===== config.mk =====
export PLATFORM = sky130hd
export DESIGN_NAME = imem_access_arbiter
export DESIGN_NICKNAME = d
export VERILOG_FILES = /design/src/rtl/imem_access_arbiter.sv
export SDC_FILE = /design/constraint.sdc
export NUM_CORES = 1
export LEC_CHECK = 0
export BUFFER_PORTS_ARGS = -buffer_cell sky130_fd_sc_hd__buf_4
export CELL_PAD_IN_SITES_DETAIL_PLACEMENT = 1
export CELL_PAD_IN_SITES_GLOBAL_PLACEMENT = 1
export CORE_MARGIN = 1.5
export CORE_UTILIZATION = 24
export CTS_CLUSTER_SIZE = 12
export DETAILED_ROUTE_END_ITERATION = 8
export HOLD_SLACK_MARGIN = 0.02
export PLACE_DENSITY = 0.8
export SETUP_SLACK_MARGIN = 0.2
export SKIP_LAST_GASP = 1
export SLEW_MARGIN = 15
export SYNTH_ARGS = -nofsm -noshare
export SYNTH_HDL_FRONTEND = slang
export SYNTH_SLANG_ARGS = --single-unit

===== constraint.sdc =====
create_clock -name clk_i -period 1.9 [get_ports clk_i]
set_clock_uncertainty 0.1 [all_clocks]
set_input_delay 0 -clock clk_i [delete_from_list [all_inputs] [get_ports clk_i]]
set_output_delay 0 -clock clk_i [all_outputs]
set_load 0.01 [all_outputs]

===== src/rtl/imem_access_arbiter.sv =====
// imem_access_arbiter
// Sole owner of the instruction memory port. Each cycle it grants at most one
// access, either a fetch read or a loader write. It converts byte addresses
// into the memory's indexing, checks every access for alignment and range,
// and registers the fetch read data.
//
// Handshake: a requester holds req together with addr (and data for the
// loader) until it sees gnt high in the same cycle. A granted access is
// consumed in that cycle. A fetch response (rvalid/rdata/err) appears exactly
// one cycle after its grant. The fetch side has no back-pressure on the
// response.
//
// Arbitration modes (the current mode is visible on dbg_state_o):
//   RUN   : fetch has priority. The loader gets the slot when fetch is idle,
//           or once it has been kept waiting STARVE_MAX cycles in a row.
//   LOCK  : the loader owns the port for a program download. Fetch is held off.
//   DRAIN : a single quiet cycle before the arbiter returns to RUN.
module imem_access_arbiter #(
    parameter int          NENTRIES   = 128,
    parameter int          STARVE_MAX = 4,
    parameter logic [31:0] ERR_INSN   = 32'h0000_0013
) (
    input  logic        clk_i,
    input  logic        rst_ni,
    // fetch unit (reads)
    input  logic        fetch_req_i,
    input  logic [31:0] fetch_addr_i,
    output logic        fetch_gnt_o,
    output logic        fetch_rvalid_o,
    output logic [31:0] fetch_rdata_o,
    output logic        fetch_err_o,
    // program loader (writes)
    input  logic        load_lock_i,
    input  logic        load_req_i,
    input  logic [31:0] load_addr_i,
    input  logic [31:0] load_data_i,
    output logic        load_gnt_o,
    output logic        load_err_o,
    output logic [15:0] load_cnt_o,
    // instruction memory
    output logic        mem_re_o,
    output logic        mem_we_o,
    output logic [31:0] mem_addr_o,
    output logic [31:0] mem_wdata_o,
    input  logic [31:0] mem_rdata_i,
    // arbitration mode: 0 RUN, 1 LOCK, 2 DRAIN
    output logic [1:0]  dbg_state_o
);

    localparam int          SW        = $clog2(STARVE_MAX + 1);
    localparam logic [SW-1:0] STARVE_LIM = SW'(STARVE_MAX);
    localparam logic [29:0] IDX_LIMIT = 30'(NENTRIES);

    typedef enum logic [1:0] {
        ST_RUN   = 2'd0,
        ST_LOCK  = 2'd1,
        ST_DRAIN = 2'd2
    } state_t;

    state_t        state_q;
    state_t        state_d;
    logic [SW-1:0] starve_q;
    logic          fetch_gnt;
    logic          load_gnt;
    logic          fetch_legal;
    logic          load_legal;
    logic          load_win_run;

    // An access is legal when it is word aligned and its word index is in range.
    function automatic logic addr_legal(input logic [31:0] addr);
        return (addr[1:0] == 2'b00) && (addr[31:2] < IDX_LIMIT);
    endfunction

    assign fetch_legal = addr_legal(fetch_addr_i);
    assign load_legal  = addr_legal(load_addr_i);

    // In RUN the loader takes the slot when fetch is idle or when it has starved.
    assign load_win_run = load_req_i && (!fetch_req_i || (starve_q == STARVE_LIM));

    // State register.
    always_ff @(posedge clk_i or negedge rst_ni) begin
        if (!rst_ni) begin
            state_q <= ST_RUN;
        end else begin
            state_q <= state_d;
        end
    end

    // Next-state logic. DRAIN always lasts exactly one cycle.
    always_comb begin
        state_d = state_q;
        case (state_q)
            ST_RUN:   if (load_lock_i) state_d = ST_LOCK;
            ST_LOCK:  if (!load_lock_i) state_d = ST_DRAIN;
            ST_DRAIN: state_d = ST_RUN;
            default:  state_d = ST_RUN;
        endcase
    end

    // Grant outputs per mode. Nothing is granted while reset is asserted, so
    // the memory cannot be written during reset.
    always_comb begin
        fetch_gnt = 1'b0;
        load_gnt  = 1'b0;
        if (rst_ni) begin
            case (state_q)
                ST_RUN: begin
                    if (load_win_run) begin
                        load_gnt = 1'b1;
                    end else if (fetch_req_i) begin
                        fetch_gnt = 1'b1;
                    end
                end
                ST_LOCK:  load_gnt = load_req_i;
                default: begin
                    fetch_gnt = 1'b0;
                    load_gnt  = 1'b0;
                end
            endcase
        end
    end

    assign fetch_gnt_o = fetch_gnt;
    assign load_gnt_o  = load_gnt;
    assign dbg_state_o = state_q;

    // Memory port drive. Illegal accesses are granted but never reach the
    // memory. Reads present the byte address (the memory indexes [21:2]).
    // Writes present the word index (the write port indexes directly).
    always_comb begin
        mem_re_o    = fetch_gnt && fetch_legal;
        mem_we_o    = load_gnt && load_legal;
        mem_addr_o  = 32'h0;
        mem_wdata_o = 32'h0;
        if (load_gnt) begin
            mem_addr_o = {2'b00, load_addr_i[31:2]};
        end else if (fetch_gnt) begin
            mem_addr_o = fetch_addr_i;
        end
        if (mem_we_o) begin
            mem_wdata_o = load_data_i;
        end
    end

    // Starvation counter. It counts cycles in which the loader waits without
    // a grant, saturates at the limit, and clears when the loader is granted.
    always_ff @(posedge clk_i or negedge rst_ni) begin
        if (!rst_ni) begin
            starve_q <= '0;
        end else if (load_gnt) begin
            starve_q <= '0;
        end else if (load_req_i && (starve_q != STARVE_LIM)) begin
            starve_q <= starve_q + 1'b1;
        end
    end

    // Fetch response register. Data and error update only on a grant and
    // otherwise hold their last value.
    always_ff @(posedge clk_i or negedge rst_ni) begin
        if (!rst_ni) begin
            fetch_rvalid_o <= 1'b0;
            fetch_rdata_o  <= 32'h0;
            fetch_err_o    <= 1'b0;
        end else begin
            fetch_rvalid_o <= fetch_gnt;
            if (fetch_gnt) begin
                fetch_rdata_o <= fetch_legal ? mem_rdata_i : ERR_INSN;
                fetch_err_o   <= !fetch_legal;
            end
        end
    end

    // Loader error pulse: the write was granted but suppressed as illegal.
    always_ff @(posedge clk_i or negedge rst_ni) begin
        if (!rst_ni) begin
            load_err_o <= 1'b0;
        end else begin
            load_err_o <= load_gnt && !load_legal;
        end
    end

    // Download word counter. It clears on entry to LOCK, counts legal writes
    // during LOCK, and holds outside LOCK.
    always_ff @(posedge clk_i or negedge rst_ni) begin
        if (!rst_ni) begin
            load_cnt_o <= 16'h0;
        end else if ((state_q != ST_LOCK) && (state_d == ST_LOCK)) begin
            load_cnt_o <= 16'h0;
        end else if ((state_q == ST_LOCK) && mem_we_o && (load_cnt_o != 16'hFFFF)) begin
            load_cnt_o <= load_cnt_o + 16'h1;
        end
    end

endmodule

**After elaboration in Yosys (flattened, before gate mapping)**

Index checks and enable logic that the tools add are counted.

- Register bits: 56
- Output and inout port bits: 121
- Input bits: 133
- Logic and storage cells: 54

- $lt $le $gt $ge: 2
- $add $sub $neg: 2
- Equal/unequal tests: 6
- Reduce and logical (&&, ||, !) cells: 19
- Multiplexer cells: 18

Operator list:

| operator | number |
|---|---|
| 32-bit two-way mux | 4 |
| 30-bit by 8-bit < comparator with 1-bit output, second input constant | 2 |
| 16-bit two-way mux | 2 |
| 16-bit by 1-bit adder with 16-bit output, second input constant | 1 |
| 16-bit inequality test, second input constant | 1 |
| 1-bit logical AND | 10 |
| 2-bit zero test | 3 |
| 1-bit two-way mux | 6 |
| 3-bit two-way mux | 2 |
| 2-bit by 1-bit == test with 1-bit output, second input constant | 2 |
| 2-bit two-way mux | 2 |
| 2-bit one-hot mux with 2 select lines | 1 |
| 2-bit nonzero test | 2 |
| 3-bit by 1-bit adder with 3-bit output, second input constant | 1 |
| 3-bit == test, second input constant | 1 |
| 1-bit zero test | 3 |
| 3-bit inequality test, second input constant | 1 |
| 2-bit by 1-bit inequality test with 1-bit output, second input constant | 1 |
| 1-bit one-hot mux with 2 select lines | 1 |
| 1-bit logical OR | 1 |

**Depth between registers and ports, before layout**

- Word-level depth: 11
- Mapped depth: 10
- Gate-level depth less buffers: 9

**Least setup slack after synthesis**

Ideal clock, no wire load.

- Path kind: register to register
- From: register starve_q[0]
- To: register load_cnt_o[13]
- Arrival time: 1871 ps
- Library setup time: 78 ps
- Path buffers: 1
- Required time: 1722 ps
- Path slack: -149 ps
- Stages on the path, launching flop included: 10
- Period minus slack after synthesis: 2049 ps
- Path through: dfrtp_1 -> inv_1 -> ha_1 -> nand2_1 -> a21o_1 -> inv_2 -> nand3_1 -> clkbuf_1 -> or4_1 -> a21oi_1

- Longest elaborated chain between the ends: 10

RTL lines:

| item | line | RTL |
|---|---|---|
| start, declared | 62 | `logic [SW-1:0] starve_q;` |
| start signal, assigned | 153 | `starve_q <= starve_q + 1'b1;` |
| 3-bit == test | 78 | `assign load_win_run = load_req_i && (!fetch_req_i \|\| (starve_q == STARVE_LIM));` |
| 1-bit logical OR | 78 |  |
| 1-bit logical AND | 78 |  |
| 1-bit two-way mux | 108 | `if (load_win_run) begin` |
| 1-bit one-hot mux with 2 select lines | 106 | `case (state_q)` |
| 1-bit two-way mux | 105 | `if (rst_ni) begin` |
| 1-bit logical AND | 132 | `mem_we_o = load_gnt && load_legal;` |
| 1-bit logical AND (2 in a row) | 189 | `end else if ((state_q == ST_LOCK) && mem_we_o && (load_cnt_o != 16'hFFFF)) begin` |
| 2-bit nonzero test (no line) | n/a |  |
| end signal, assigned | 190 | `load_cnt_o <= load_cnt_o + 16'h1;` |
| end, declared | 39 | `output logic [15:0] load_cnt_o,` |

No other way between the ends.
A chain may end at the register's enable or synchronous reset.

**Final worst setup path**

- From: register starve_q[1]
- To: output mem_wdata_o[13]

- Longest elaborated chain between the ends: 8

RTL lines:

| item | line | RTL |
|---|---|---|
| 3-bit == test | 78 |  |
| 1-bit logical OR | 78 |  |
| 1-bit logical AND | 78 |  |
| 1-bit two-way mux | 108 |  |
| 1-bit one-hot mux with 2 select lines | 106 |  |
| 1-bit two-way mux | 105 |  |
| 1-bit logical AND | 132 |  |
| 32-bit two-way mux | 140 | `if (mem_we_o) begin` |
| end, declared | 44 | `output logic [31:0] mem_wdata_o,` |

No other way between the ends.

==> impl_metrics.toml <==
[floorplanning]
rows = 41
floorplan.die_area_mm2 = 0.0136
floorplan.initialDensity = 0.246
die_y_um = 116
io_pins = 254
design.core.area_mm2 = 0.0126
die_x_um = 116

[global_routing]
grt_max_degree = 57
grt_pass1_wl_um = 23800
grt-ovfl-total = 0
groute.usage.overall = 0.231
grt_pass1_vias = 4439
antenna_found_initial = 0

[drt]
drt_iter0_drc = 168
vias = 4268
routed_wirelength_um = 18200
avgRoutedWirePerCell_um = 21.4
drt-pass1-iter-count = 4
antenna_left = 0
drcViolationCount = 0
vias_per_cell = 5.02

[yosys]
async_flop_share = 1.00
synthesis.nets = 451
synth_top_area_frac = 0.454
synth_warnings = 0
synthXorXnorAreaFrac = 0.00567
synth_fa_ha_area_frac = 0.0122
synth.distinct_cells = 41
synth_edf_count = 0
synth_compound_area_frac = 0.244
yosys_most_used_dff = "dfrtp_1"
syn_area_mm2 = 0.00309
yosysMostFrequentCell = "a22o_1"
syn_area_per_cell_um2 = 9.80
synth_top_family_by_area = "compound AO/OA/AOI/OAI gates"
synth.area.mux_share = 0.00649
synth_common_cells = "a22o_1, dfrtp_1, and2_1"
ys_top_cells_by_area = "dfrtp_1, a22o_1, and2_1"
synth_top_cell_by_area = "dfrtp_1"
synth-seq-area-share = 0.454
ys_ff_latch = 56
synthCells = 315
synthSimpleGateAreaFrac = 0.242

[clock_network]
tritoncts.num_buffers = 5
cts_sinks = 56
cts_htree_levels = 2
clkTransAtPathRegs_ns = 0.08
cts_root_buf = "clkbuf_16"
cts_tree = "built"
clock_latency_ns = 0.31
clockBufferDepth = 2

[worst_setup_path]
crit_top_cell = "inv_2"
critPathBufInv = 7
critPathCaptureType = "output pin"
startpoint_type = "register"
crit_fanout = 16
crit_family = "buffers and inverters"
critical_path_class = "reg -> out"
crit_required_ns = 1.80
cp_slowest_cell = "dfrtp_1"
cp.arrival_ns = 2.05
cp_cell_sequence = "inv_2 > ha_4 > nand2_4 > a21o_1 > inv_2 > nand3_2 > buf_12 > clkinvlp_4 > buf_6 > buf_16 > and2_1 > buf_4"
max_stage_delay_ns = 0.40

[sta]
min_period_ns = 2.15
slew_violations = 0
setup_viol = 79
rsz0062_at_grt = "true"
period_share = 1.13
worst_slew_pin_slew_ns = 0.734
maxSlewHeadroom = 0.510
hold_ws_ns = 0.180
setup_ws_ns = -0.246
clock.fmax_mhz = 466
hold_viol_final = 0

[power_and_ir_drop]
power.density_mw_per_mm2 = 476
peakVddDrop_uv = 333
cellLeakagePower_nw = 3.41

[run]
maxCapViolations = 0

[finish]
finalNetCount = 812
nFillCells = 1369
drive_gt1_frac = 0.622
areaGrowthSynthToFinish_pct = 125

[placed_design]
io_buffers = 253
pre_cts_slack_ns = -0.0994
place_congestion = 0.911
hpwl_um = 11200

[worst_hold_path]
hold_class = "in -> reg"

[status]
violations = "setup timing"
outcome = "finished with violations"
==> where the power goes <==
group / total [W] / switching, W / internal [W]
Sequential: 0.00125 / 0.0000300 / 0.00122
Clock: 0.00109 / 0.000463 / 0.000628
Combinational: 0.000955 / 0.000401 / 0.000553
Total: 0.00330 / 0.000894 / 0.00241
==> cell usage in the layout (no fill, tap or decap), types with 10 or more instances in the layout <==
| master | count |
|---|---|
| nor4_1 | 10 |
| buf_4 | 297 |
| a21oi_2 | 10 |
| dlygate4sd3_1 | 35 |
| buf_6 | 24 |
| a22o_1 | 58 |
| and2_1 | 14 |
| nand2_1 | 12 |
| dfrtp_1 | 53 |
| nor2_1 | 13 |
| and2_4 | 20 |
==> worst paths after layout <==
check	from	end	slack [ns]	depth (start not counted)
max in group asynchronous	rst_ni	load_cnt_o[9]$_DFFE_PN0P_	0.76	3
worst max register to register	starve_q[1]$_DFFE_PN0P_	load_cnt_o[5]$_DFFE_PN0P_	-0.23	11
worst min-delay path	fetch_addr_i[31]	fetch_rdata_o[0]$_DFFE_PN0N_	0.18	6
worst min register to register	fetch_err_o$_DFFE_PN0N_	fetch_err_o$_DFFE_PN0N_	0.41	2
worst max-delay path	starve_q[1]$_DFFE_PN0P_	mem_wdata_o[13]	-0.25	12
min in group asynchronous	rst_ni	starve_q[0]$_DFFE_PN0P_	0.42	3
==> sequential cells by signal, summed over array words and instances (netlist names) <==
signal          count
fetch_rdata_o      32
load_cnt_o         16
starve_q            3
dbg_state_o         2
fetch_err_o         1
fetch_rvalid_o      1
load_err_o          1
==> per-stage QoR <==
stage          cell area, µm²  total power, W  cells   util  setup TNS (ns)
2_1_floorplan            3160         0.00154    315      -          -0.236
3_3_place_gp             5550         0.00198    765  0.442         -0.0742
3_5_place_dp             5550         0.00201    765  0.442          -0.449
4_1_cts                  6420         0.00321    830  0.511           -9.58
5_1_grt                  6930         0.00342    849  0.552          -18.10
6_report                 6930         0.00330    850  0.552          -10.27
==> layout make-up <==
class | count | area [µm²] | area share
Timing Repair Buffer | 373 | 3220 | 0.464
Multi-Input combinational cell | 230 | 1880 | 0.271
Sequential cell | 56 | 1410 | 0.203
Tap cell | 172 | 215 | 0.0310
Clock buffer | 5 | 125 | 0.0180
Clock inverter | 3 | 47.5 | 0.00686
Inverter | 10 | 43.8 | 0.00632
Antenna cell | 1 | 2.50 | 0.000361
==> worst register-to-register path, stage by stage, from the launching register on <==
cell     delay, ns
dfrtp_1       0.40
inv_2         0.08
ha_4          0.15
nand2_4       0.04
a21o_1        0.17
inv_2         0.07
nand3_2       0.08
buf_12        0.14
buf_12        0.14
buf_4         0.15
o41ai_4       0.39
a21oi_2       0.11
==> per-layer routing <==
| metal | global-route usage | wire length, µm | vias up |
|---|---|---|---|
| met5 | 0 | 0 | - |
| met1 | 0.271 | 6950 | 2113 |
| met3 | 0.0457 | 1120 | 31 |
| li1 | - | - | 1920 |
| met4 | 0.0724 | 367 | 0 |
| met2 | 0.423 | 9720 | 204 |
==> cell families after synthesis <==
| kind of cell | after synthesis |
|---|---|
| mux | 2 |
| compound gates | 96 |
| simple gates | 127 |
| fa+ha+maj | 3 |
| buf+inv | 29 |
| flops | 56 |
| xor+xnor | 2 |
==> timing repair <==
| action | in CTS | in global routing |
|---|---|---|
| hold buffers | 35 | 0 |
| pin swaps | 15 | 31 |
| gates cloned | 3 | 5 |
| resized for setup | 34 | 72 |
| endpoints found under the setup margin | 117 | 116 |
| hold endpoints to repair | 93 | 0 |
| buffers inserted | 19 | 14 |
Power figures use the tool's default switching activity.
